### config.mk
export PLATFORM = sky130hd
export DESIGN_NAME = ula_controlador
export DESIGN_NICKNAME = d
export VERILOG_FILES = /design/src/rtl/ula_pkg.sv /design/src/rtl/ula_controlador.sv
export SDC_FILE = /design/constraint.sdc
export NUM_CORES = 1
export LEC_CHECK = 0
export BUFFER_PORTS_ARGS = -buffer_cell sky130_fd_sc_hd__buf_2
export CAP_MARGIN = 5
export CORE_UTILIZATION = 48
export CTS_CLUSTER_SIZE = 8
export DETAILED_ROUTE_END_ITERATION = 6
export PLACE_DENSITY_LB_ADDON = 0.2
export SLEW_MARGIN = 5
export SYNTH_ARGS = -nofsm -noshare
export SYNTH_HDL_FRONTEND = slang
export SYNTH_SLANG_ARGS = --single-unit
export TNS_END_PERCENT = 20
### constraint.sdc
create_clock -name clk -period 2.6 [get_ports clk]
set_input_delay 0.52 -clock clk [delete_from_list [all_inputs] [get_ports clk]]
set_output_delay 0.52 -clock clk [all_outputs]
set_load 0.01 [all_outputs]
### src/rtl/ula_pkg.sv
// Shared definitions for the ULA sequencer:
// opcode values and controller state encoding.
package ula_pkg;

  localparam logic [2:0] OP_SOMA   = 3'b000;
  localparam logic [2:0] OP_SUB    = 3'b001;
  localparam logic [2:0] OP_AND    = 3'b010;
  localparam logic [2:0] OP_OR     = 3'b011;
  localparam logic [2:0] OP_XOR    = 3'b100;
  localparam logic [2:0] OP_MUL    = 3'b101;
  localparam logic [2:0] OP_DIV    = 3'b110;
  localparam logic [2:0] OP_ILEGAL = 3'b111;

  localparam int CNT_W = 4;

  typedef enum logic [1:0] {
    ST_IDLE = 2'd0,
    ST_EXEC = 2'd1,
    ST_DONE = 2'd2
  } state_t;

endpackage

### src/rtl/ula_controlador.sv
// Command sequencer for the 4-bit ULA: registers operands,
// waits the settle window, captures and holds the result.
module ula_controlador
  import ula_pkg::*;
#(
  parameter int SETTLE_CYCLES = 1
) (
  input  logic       clk,
  input  logic       rst,
  input  logic       cmd_valid,
  output logic       cmd_ready,
  input  logic [3:0] cmd_a,
  input  logic [3:0] cmd_b,
  input  logic       cmd_cin,
  input  logic [2:0] cmd_op,
  input  logic       cmd_acc,
  output logic       res_valid,
  input  logic       res_ready,
  output logic [7:0] res_data,
  output logic       res_cout,
  output logic       res_ov,
  output logic       res_z,
  output logic       res_err,
  output logic [3:0] ula_a,
  output logic [3:0] ula_b,
  output logic       ula_cin,
  output logic [2:0] ula_op,
  input  logic [7:0] ula_result,
  input  logic       ula_cout,
  input  logic       ula_ov,
  input  logic       ula_z,
  input  logic       ula_err,
  output logic       busy,
  output logic [7:0] op_count
);

  localparam logic [CNT_W-1:0] CNT_INIT =
    CNT_W'(SETTLE_CYCLES - 1);

  state_t           state_q, state_d;
  logic [CNT_W-1:0] cnt_q, cnt_d;
  logic [7:0]       acc_q, acc_d;
  logic [7:0]       cnt_ops_q, cnt_ops_d;
  logic             rdy_q, rdy_d;
  logic             vld_q, vld_d;
  logic             busy_q, busy_d;
  logic [3:0]       a_q, a_d;
  logic [3:0]       b_q, b_d;
  logic             cin_q, cin_d;
  logic [2:0]       op_q, op_d;
  logic [7:0]       data_q, data_d;
  logic             cout_q, cout_d;
  logic             ov_q, ov_d;
  logic             z_q, z_d;
  logic             err_q, err_d;

  // Next-state and datapath-register logic for the sequencer
  always_comb begin
    state_d   = state_q;
    cnt_d     = cnt_q;
    acc_d     = acc_q;
    cnt_ops_d = cnt_ops_q;
    rdy_d     = rdy_q;
    vld_d     = vld_q;
    busy_d    = busy_q;
    a_d       = a_q;
    b_d       = b_q;
    cin_d     = cin_q;
    op_d      = op_q;
    data_d    = data_q;
    cout_d    = cout_q;
    ov_d      = ov_q;
    z_d       = z_q;
    err_d     = err_q;
    unique case (state_q)
      ST_IDLE: begin
        if (cmd_valid) begin
          a_d     = cmd_acc ? acc_q[3:0] : cmd_a;
          b_d     = cmd_b;
          cin_d   = cmd_cin;
          op_d    = cmd_op;
          cnt_d   = CNT_INIT;
          state_d = ST_EXEC;
          rdy_d   = 1'b0;
          busy_d  = 1'b1;
        end
      end
      ST_EXEC: begin
        if (cnt_q == '0) begin
          if (op_q == OP_ILEGAL) begin
            data_d = 8'h00;
            cout_d = 1'b0;
            ov_d   = 1'b0;
            z_d    = 1'b1;
          end else begin
            data_d = ula_result;
            cout_d = ula_cout;
            ov_d   = ula_ov;
            z_d    = ula_z;
          end
          err_d   = ((op_q == OP_DIV) & ula_err)
                  | (op_q == OP_ILEGAL);
          vld_d   = 1'b1;
          state_d = ST_DONE;
        end else begin
          cnt_d = cnt_q - 1'b1;
        end
      end
      ST_DONE: begin
        if (res_ready) begin
          vld_d     = 1'b0;
          rdy_d     = 1'b1;
          busy_d    = 1'b0;
          cnt_ops_d = cnt_ops_q + 1'b1;
          if (!err_q) acc_d = data_q;
          state_d   = ST_IDLE;
        end
      end
      default: begin
        state_d = ST_IDLE;
        rdy_d   = 1'b1;
        vld_d   = 1'b0;
        busy_d  = 1'b0;
      end
    endcase
  end

  // State and registered-output flops with synchronous reset
  always_ff @(posedge clk) begin
    if (rst) begin
      state_q   <= ST_IDLE;
      cnt_q     <= '0;
      acc_q     <= '0;
      cnt_ops_q <= '0;
      rdy_q     <= 1'b1;
      vld_q     <= 1'b0;
      busy_q    <= 1'b0;
      a_q       <= '0;
      b_q       <= '0;
      cin_q     <= 1'b0;
      op_q      <= '0;
      data_q    <= '0;
      cout_q    <= 1'b0;
      ov_q      <= 1'b0;
      z_q       <= 1'b0;
      err_q     <= 1'b0;
    end else begin
      state_q   <= state_d;
      cnt_q     <= cnt_d;
      acc_q     <= acc_d;
      cnt_ops_q <= cnt_ops_d;
      rdy_q     <= rdy_d;
      vld_q     <= vld_d;
      busy_q    <= busy_d;
      a_q       <= a_d;
      b_q       <= b_d;
      cin_q     <= cin_d;
      op_q      <= op_d;
      data_q    <= data_d;
      cout_q    <= cout_d;
      ov_q      <= ov_d;
      z_q       <= z_d;
      err_q     <= err_d;
    end
  end

  assign cmd_ready = rdy_q;
  assign res_valid = vld_q;
  assign busy      = busy_q;
  assign op_count  = cnt_ops_q;
  assign ula_a     = a_q;
  assign ula_b     = b_q;
  assign ula_cin   = cin_q;
  assign ula_op    = op_q;
  assign res_data  = data_q;
  assign res_cout  = cout_q;
  assign res_ov    = ov_q;
  assign res_z     = z_q;
  assign res_err   = err_q;

endmodule

==> qor.txt, run 1 <==
postcts setup bufs - 0
hold buffer count at CTS - 0
RSZ-0062 raised after global routing - false
H-tree Lvls - 2
setup tns final - 0 ns
hold wc startpoint - ula_b[0]
cell area after layout - 2300 um2
final net count - 301
Remaining Overflow, GRT - 0
Worst R2R Setup Slack - 0.84 ns
Seq/Total Area, Yosys - 0.484
routed vias/inst - 5.55
DP HPWL - 2880 um
synthesized cell area - 1860 um2
critical path startpoint - cnt_q[0]
ranking of synthesized cells by area - dfxtp_1 (48%), a21oi_1 (8.9%), o21ai_0 (5.9%)
Yosys cell types - 35
Tcrit/Tclk final - 0.676
path type of the worst min-delay path - flop to flop
clk sinks - 45
DIE AREA - 4130 um2
CTS Buf Count - 5
Post-Route WL - 4240 um
top-area cell type share of the netlist area - 0.484
drt drc - 0
max cap viols - 0
WL per Instance - 13.3 um
Max Slew Vio Count - 0
final setup violating endpoints - 0
core area - 3690 um2
Total Power - 1.36 mW
Row Count - 22
Critical Path AT - 1.98 ns
Initial Utilization - 0.504
CP startpoint kind - flop
vias in the first global route - 1580
Worst Setup End Kind - flop
post-layout worst setup margin - 0.842 ns
worst setup path end - res_err
IO Count - 64
Reg2Reg Depth - 5
Req. time, crit path - 2.82 ns
PostCTS Resize Cnt - 0
DRT iter0 DRCs - 59
worst r2r src - cnt_q[0]
CP Max Fanout - 14
slowest CP cell - or3b_2
status - finished clean
reg2reg end - res_err
via count - 1770
first-pass GRT wire length - 6900 um
#FFs+latches synth - 45
Placed Area - 2200 um2
Overall Global Routing Usage - 0.214
crit-path max cell delay - 0.59 ns
clk buf depth - 2
count of TritonRoute iterations in the first routing pass - 4
max frequency - 569 MHz
worst slew pin tran - 0.830 ns
die height - 64.3 um
LEAKAGE - 0.973 nW
Synth area leader - dfxtp_1
root buffer cell - clkbuf_8
Post-Place Worst Slack - 0.876 ns
Worst Path Class, Setup - flop to flop
insertion delay to the later sink of the worst-skew pair - 0.29 ns
TritonCTS clock tree - done
routability cong. - 0.721
initial antenna violation count - 0
Hold Vio Cnt, Final - 0
Detail Route Antenna Nets - 0
Syn Nets - 243
clk slew on worst S/H paths - 0.08 ns
largest net degree at the start of global routing - 46
slew margin rel. - 0.447
synth-to-layout area growth - 23.5%
worst-path cell chain - inv_1, ha_1, or3b_2, or3_1, a21oi_1
Peak VDD IR - 395 uV
Yosys warnings - 0
Chip Width - 64.3 um
hold slack final - 0.458 ns
Post-Syn Instances - 212
skew final - 0.00222 ns
fin crit period - 1.76 ns
Pwr Density - 592 nW/um2
Avg Cell Area, Syn - 8.78 um2
layout cells sized above 1 - 0.306
port bufs - 63
worst hold stages - 2
number of diodes - 0
[state kept, by name (all words and copies together) (netlist names)]
signal,count
acc_q,4
ula_a,4
res_err,1
res_ov,1
ula_cin,1
res_z,1
cmd_ready,1
busy,1
op_count,8
res_valid,1
cnt_q,4
state_q,2
ula_op,3
res_data,8
res_cout,1
ula_b,4
[stage by stage]
step / std cells / util
2_1_floorplan: 212 / -
3_5_place_dp: 311 / 0.595
3_3_place_gp: 311 / 0.595
6_report: 319 / 0.623
5_1_grt: 319 / 0.623
4_1_cts: 319 / 0.623
[final cells by class]
type,instances,area (um2)
fillers,353,1390
flip-flops and latches,45,901
multi-input cells,148,882
repair buffers,66,338
clock buffers,7,96.3
well taps,48,60.1
inverters,4,15.0
clock inverters,1,5.00
[cell families (layout without fill, tap and decap cells)]
logic type                 after synthesis  in the layout  share of synthesized area
muxes                                    5              5                     0.0269
DFF                                     45             45                      0.484
adders and majority gates                2              2                     0.0134
buffers and inverters                   19             78                     0.0444
AOI/OAI and AO/OA                       70             70                      0.215
xor gates and xnor gates                 2              2                    0.00942
and+or+nand+nor                         69             69                      0.207
[layout by cell type (no fill, tap or decap), types with 2 or more instances in the layout]
cell type	n
buf_2	63
nor2b_1	2
xor2_1	2
o21ai_0	22
nand2_1	22
or3_1	6
a211oi_2	2
nand4_1	13
buf_4	3
o31ai_1	2
nor3b_2	2
or4_1	3
clkbuf_8	7
a21oi_1	33
a211oi_1	4
dfxtp_1	45
nand3_1	2
ha_1	2
or3b_2	2
nor2_1	11
o211ai_1	3
mux2i_1	5
inv_1	4
[metal layers]
layer  global-route usage  share of wire
met5                    0              0
met4               0.0667          0.010
met3               0.0554          0.052
met2                0.363           0.47
met1                0.264           0.47
[worst min path at each step]
| stage | end | slack, ns |
|---|---|---|
| finish | ula_b[0] | 0.46 |
| global route | ula_op[1] | 0.46 |
| CTS | ula_cin | 0.46 |
| detailed placement | ula_cin | 0.45 |
| floorplan | acc_q[0] | 0.45 |
| global placement | ula_cin | 0.44 |
[where the power goes]
group | total, mW | switching (mW) | internal, mW
clock | 0.463 | 0.223 | 0.240
combinational | 0.157 | 0.0898 | 0.0673
sequential | 0.740 | 0.0210 | 0.719
[cell usage after synthesis]
library cell and instances:
a211oi_1 4, a211oi_2 2, a21oi_1 33, a22oi_1 1
a2bb2oi_1 1, a311oi_1 1, a31oi_1 1, and4bb_2 1
buf_1 1, buf_2 3, buf_6 1, clkbuf_1 10
dfxtp_1 45, ha_1 2, inv_1 4, mux2i_1 5
nand2_1 22, nand2b_1 1, nand2b_4 1, nand3_1 2
nand3b_1 1, nand4_1 13, nand4b_1 1, nor2_1 11
nor2b_1 2, nor3b_1 1, nor3b_2 1, o211ai_1 3
o21ai_0 22, o31ai_1 2, or3_1 6, or3b_2 2
or4_1 3, or4_4 1, xor2_1 2
[critical path: cells and delay by family (launching register included)]
| family | cells | cell delay (ns) |
|---|---|---|
| DFF | 1 | 0.33 |
| and+or+nand+nor | 2 | 0.97 |
| adders and majority gates | 1 | 0.19 |
| AOI/OAI and AO/OA | 1 | 0.13 |
| buffers and inverters | 1 | 0.07 |
(Power assumes the default switching activity.)
==> run 2: changes to the inputs <==
- clock period: 2.6 -> 1.64 ns (I/O delays scaled with it)
==> run 2 against run 1 <==
Core utilization is 2.2 points higher. Critical path depth unchanged. Register-to-register slack worse by 0.74 ns. Sequential power grew 58%. Clock power is 61% higher. Sequential cell count did not move. Count of clock-buffer cells in the layout is the same. Combinational power grew 65%. Total power up 60%. Critical path type unchanged. Largest cell class unchanged.
==> qor.txt, run 2 (synthesized netlist as in run 1, its figures left out) <==
status - finished clean
core area - 3690 um2 (unchanged)
CP delay by family, top - simple AND/OR/NAND/NOR gates
worst-path cell chain - inv_1, ha_2, nor3b_4, or4_4, a211oi_2
clk buf depth - 2 (unchanged)
clk slew on worst S/H paths - 0.08 ns (about the same)
fin cells - 326 (+2.2%)
Hold EP - ula_b[3]
DRT iter0 DRCs - 96 (+63%)
initial antenna violation count - 0 (unchanged)
Hold Vio Cnt, Final - 0 (unchanged)
hold wc startpoint - cmd_b[3]
critical path depth - 5 (unchanged)
Chip Width - 64.3 um (unchanged)
port bufs - 63 (unchanged)
Overall Global Routing Usage - 0.215 (+0.000538)
Detail Route Antenna Nets - 0 (unchanged)
layout cells sized above 1 - 0.331 (+0.0247)
Initial Utilization - 0.504 (unchanged)
CP Buf/Inv Count - 1 (unchanged)
IO Count - 64 (unchanged)
CP startpoint kind - flop
commonest cells after routing, fill and taps aside - buf_2 (63), dfxtp_1 (45), a21oi_1 (32)
number of diodes - 0 (unchanged)
root buffer cell - clkbuf_8
LEAKAGE - 1.01 nW (+4.2%)
insertion delay to the later sink of the worst-skew pair - 0.30 ns (about the same)
fin crit period - 1.54 ns (-0.215 ns)
Total Power - 2.18 mW (+60%)
count of TritonRoute iterations in the first routing pass - 4 (unchanged)
crit-path max cell delay - 0.49 ns (-0.10 ns)
Req. time, crit path - 1.86 ns (-0.96 ns)
setup tns final - 0 ns (unchanged)
TritonCTS clock tree - done
synth-to-layout area growth - 27.8%
Pwr Density - 916 nW/um2 (+55%)
DP HPWL - 2990 um (+3.7%)
WL per Instance - 13.0 um (-2.3%)
worst r2r src - cnt_q[0]
Worst Setup End Kind - flop
placed cells - 318 (+2.3%)
DIE AREA - 4130 um2 (unchanged)
hold buffer count at CTS - 0 (unchanged)
most common cell after layout, fill and taps aside - buf_2
Reg2Reg Depth - 5 (unchanged)
largest net degree at the start of global routing - 38 (-17%)
Post-Route WL - 4230 um (-0.12%)
CTS Buf Count - 5 (unchanged)
first-pass GRT wire length - 6890 um (-0.20%)
slowest CP cell - or4_4
routed vias/inst - 5.45 (-1.8%)
drt drc - 0 (unchanged)
clk sinks - 45 (unchanged)
Remaining Overflow, GRT - 0 (unchanged)
path type of the worst min-delay path - primary input to flop
reg2reg end - cnt_q[3]
max frequency - 648 MHz (+14%)
Tcrit/Tclk final - 0.941 (+0.265)
Worst Path Class, Setup - flop to flop
Peak VDD IR - 657 uV (+66%)
H-tree Lvls - 2 (unchanged)
worst hold stages - 3 (+1)
routability cong. - 0.770 (+6.9%)
Row Count - 22 (unchanged)
CP Max Fanout - 5 (-9)
Worst R2R Setup Slack - 0.1 ns (-0.74 ns)
final setup violating endpoints - 0 (unchanged)
worst slew pin tran - 0.383 ns (-0.447 ns)
die height - 64.3 um (unchanged)
Max Slew Vio Count - 0 (unchanged)
via count - 1776 (+0.34%)
skew final - 0.00586 ns (+0.00364 ns)
final net count - 308 (+2.3%)
slew margin rel. - 0.744 (+0.297)
vias in the first global route - 1548 (-2.0%)
Critical Path AT - 1.76 ns (-0.22 ns)
max cap viols - 0 (unchanged)
-- run 2: changes by cell type in the layout (fill, tap and decap cells not counted), sizes merged --
cell,change
buf,+7
-- run 2: worst max path at each step --
stage             start  endpoint
4_1_cts        cnt_q[0]   res_err
5_1_grt        cnt_q[0]  cnt_q[3]
3_3_place_gp   cnt_q[0]   res_err
2_1_floorplan  cnt_q[0]   res_err
3_5_place_dp   cnt_q[0]  cnt_q[3]
6_report       cnt_q[0]  cnt_q[3]
-- run 2: cell type report --
cell class / count / area [um2]
clock buffer: 7 / 96.3
clock inverter: 1 / 5.00
fill: 353 / 1310
inverter: 4 / 15.0
multi-input combinational: 148 / 897
sequential: 45 / 901
tap: 48 / 60.1
timing repair buffer: 73 / 403
-- run 2: stage by stage --
stage / worst slack (ns) / cell area, um2 / hold WS, ns / util
finish: 0.0971 / 2380 / 0.264 / 0.645
CTS: 0.0528 / 2360 / 0.261 / 0.640
floorplan: 0.116 / 1860 / 0.453 / -
global placement: 0.107 / 2260 / 0.440 / 0.613
global route: -0.00286 / 2380 / 0.280 / 0.645
detailed placement: 0.0751 / 2260 / 0.447 / 0.613
-- run 2: layer usage --
| metal | global-route usage | vias up | wire length [um] | part of all wire |
|---|---|---|---|---|
| met4 | 0.0944 | 0 | 57 | 0.013 |
| met5 | 0 | - | 0 | 0 |
| met3 | 0.0446 | 6 | 203 | 0.048 |
| met2 | 0.345 | 45 | 2030 | 0.48 |
| li1 | - | 905 | - | - |
| met1 | 0.277 | 820 | 1940 | 0.46 |
-- run 2: where the power goes --
part           switching [mW]  total [mW]  internal (mW)
clock                   0.363       0.744          0.381
sequential             0.0342        1.17           1.14
combinational           0.142       0.259          0.118
total                   0.539        2.18           1.64
-- run 2: repair_timing --
item                                    CTS  global route
endpoints found under the setup margin    0            12
resized for setup                         0             5
setup buffers                             0             0
-- run 2: worst register-to-register path, cell delays in order, from the launching register on --
cell and delay, ns:
dfxtp_1 0.35, inv_1 0.06, ha_2 0.19, nor3b_4 0.17
or4_4 0.49, a211oi_2 0.21
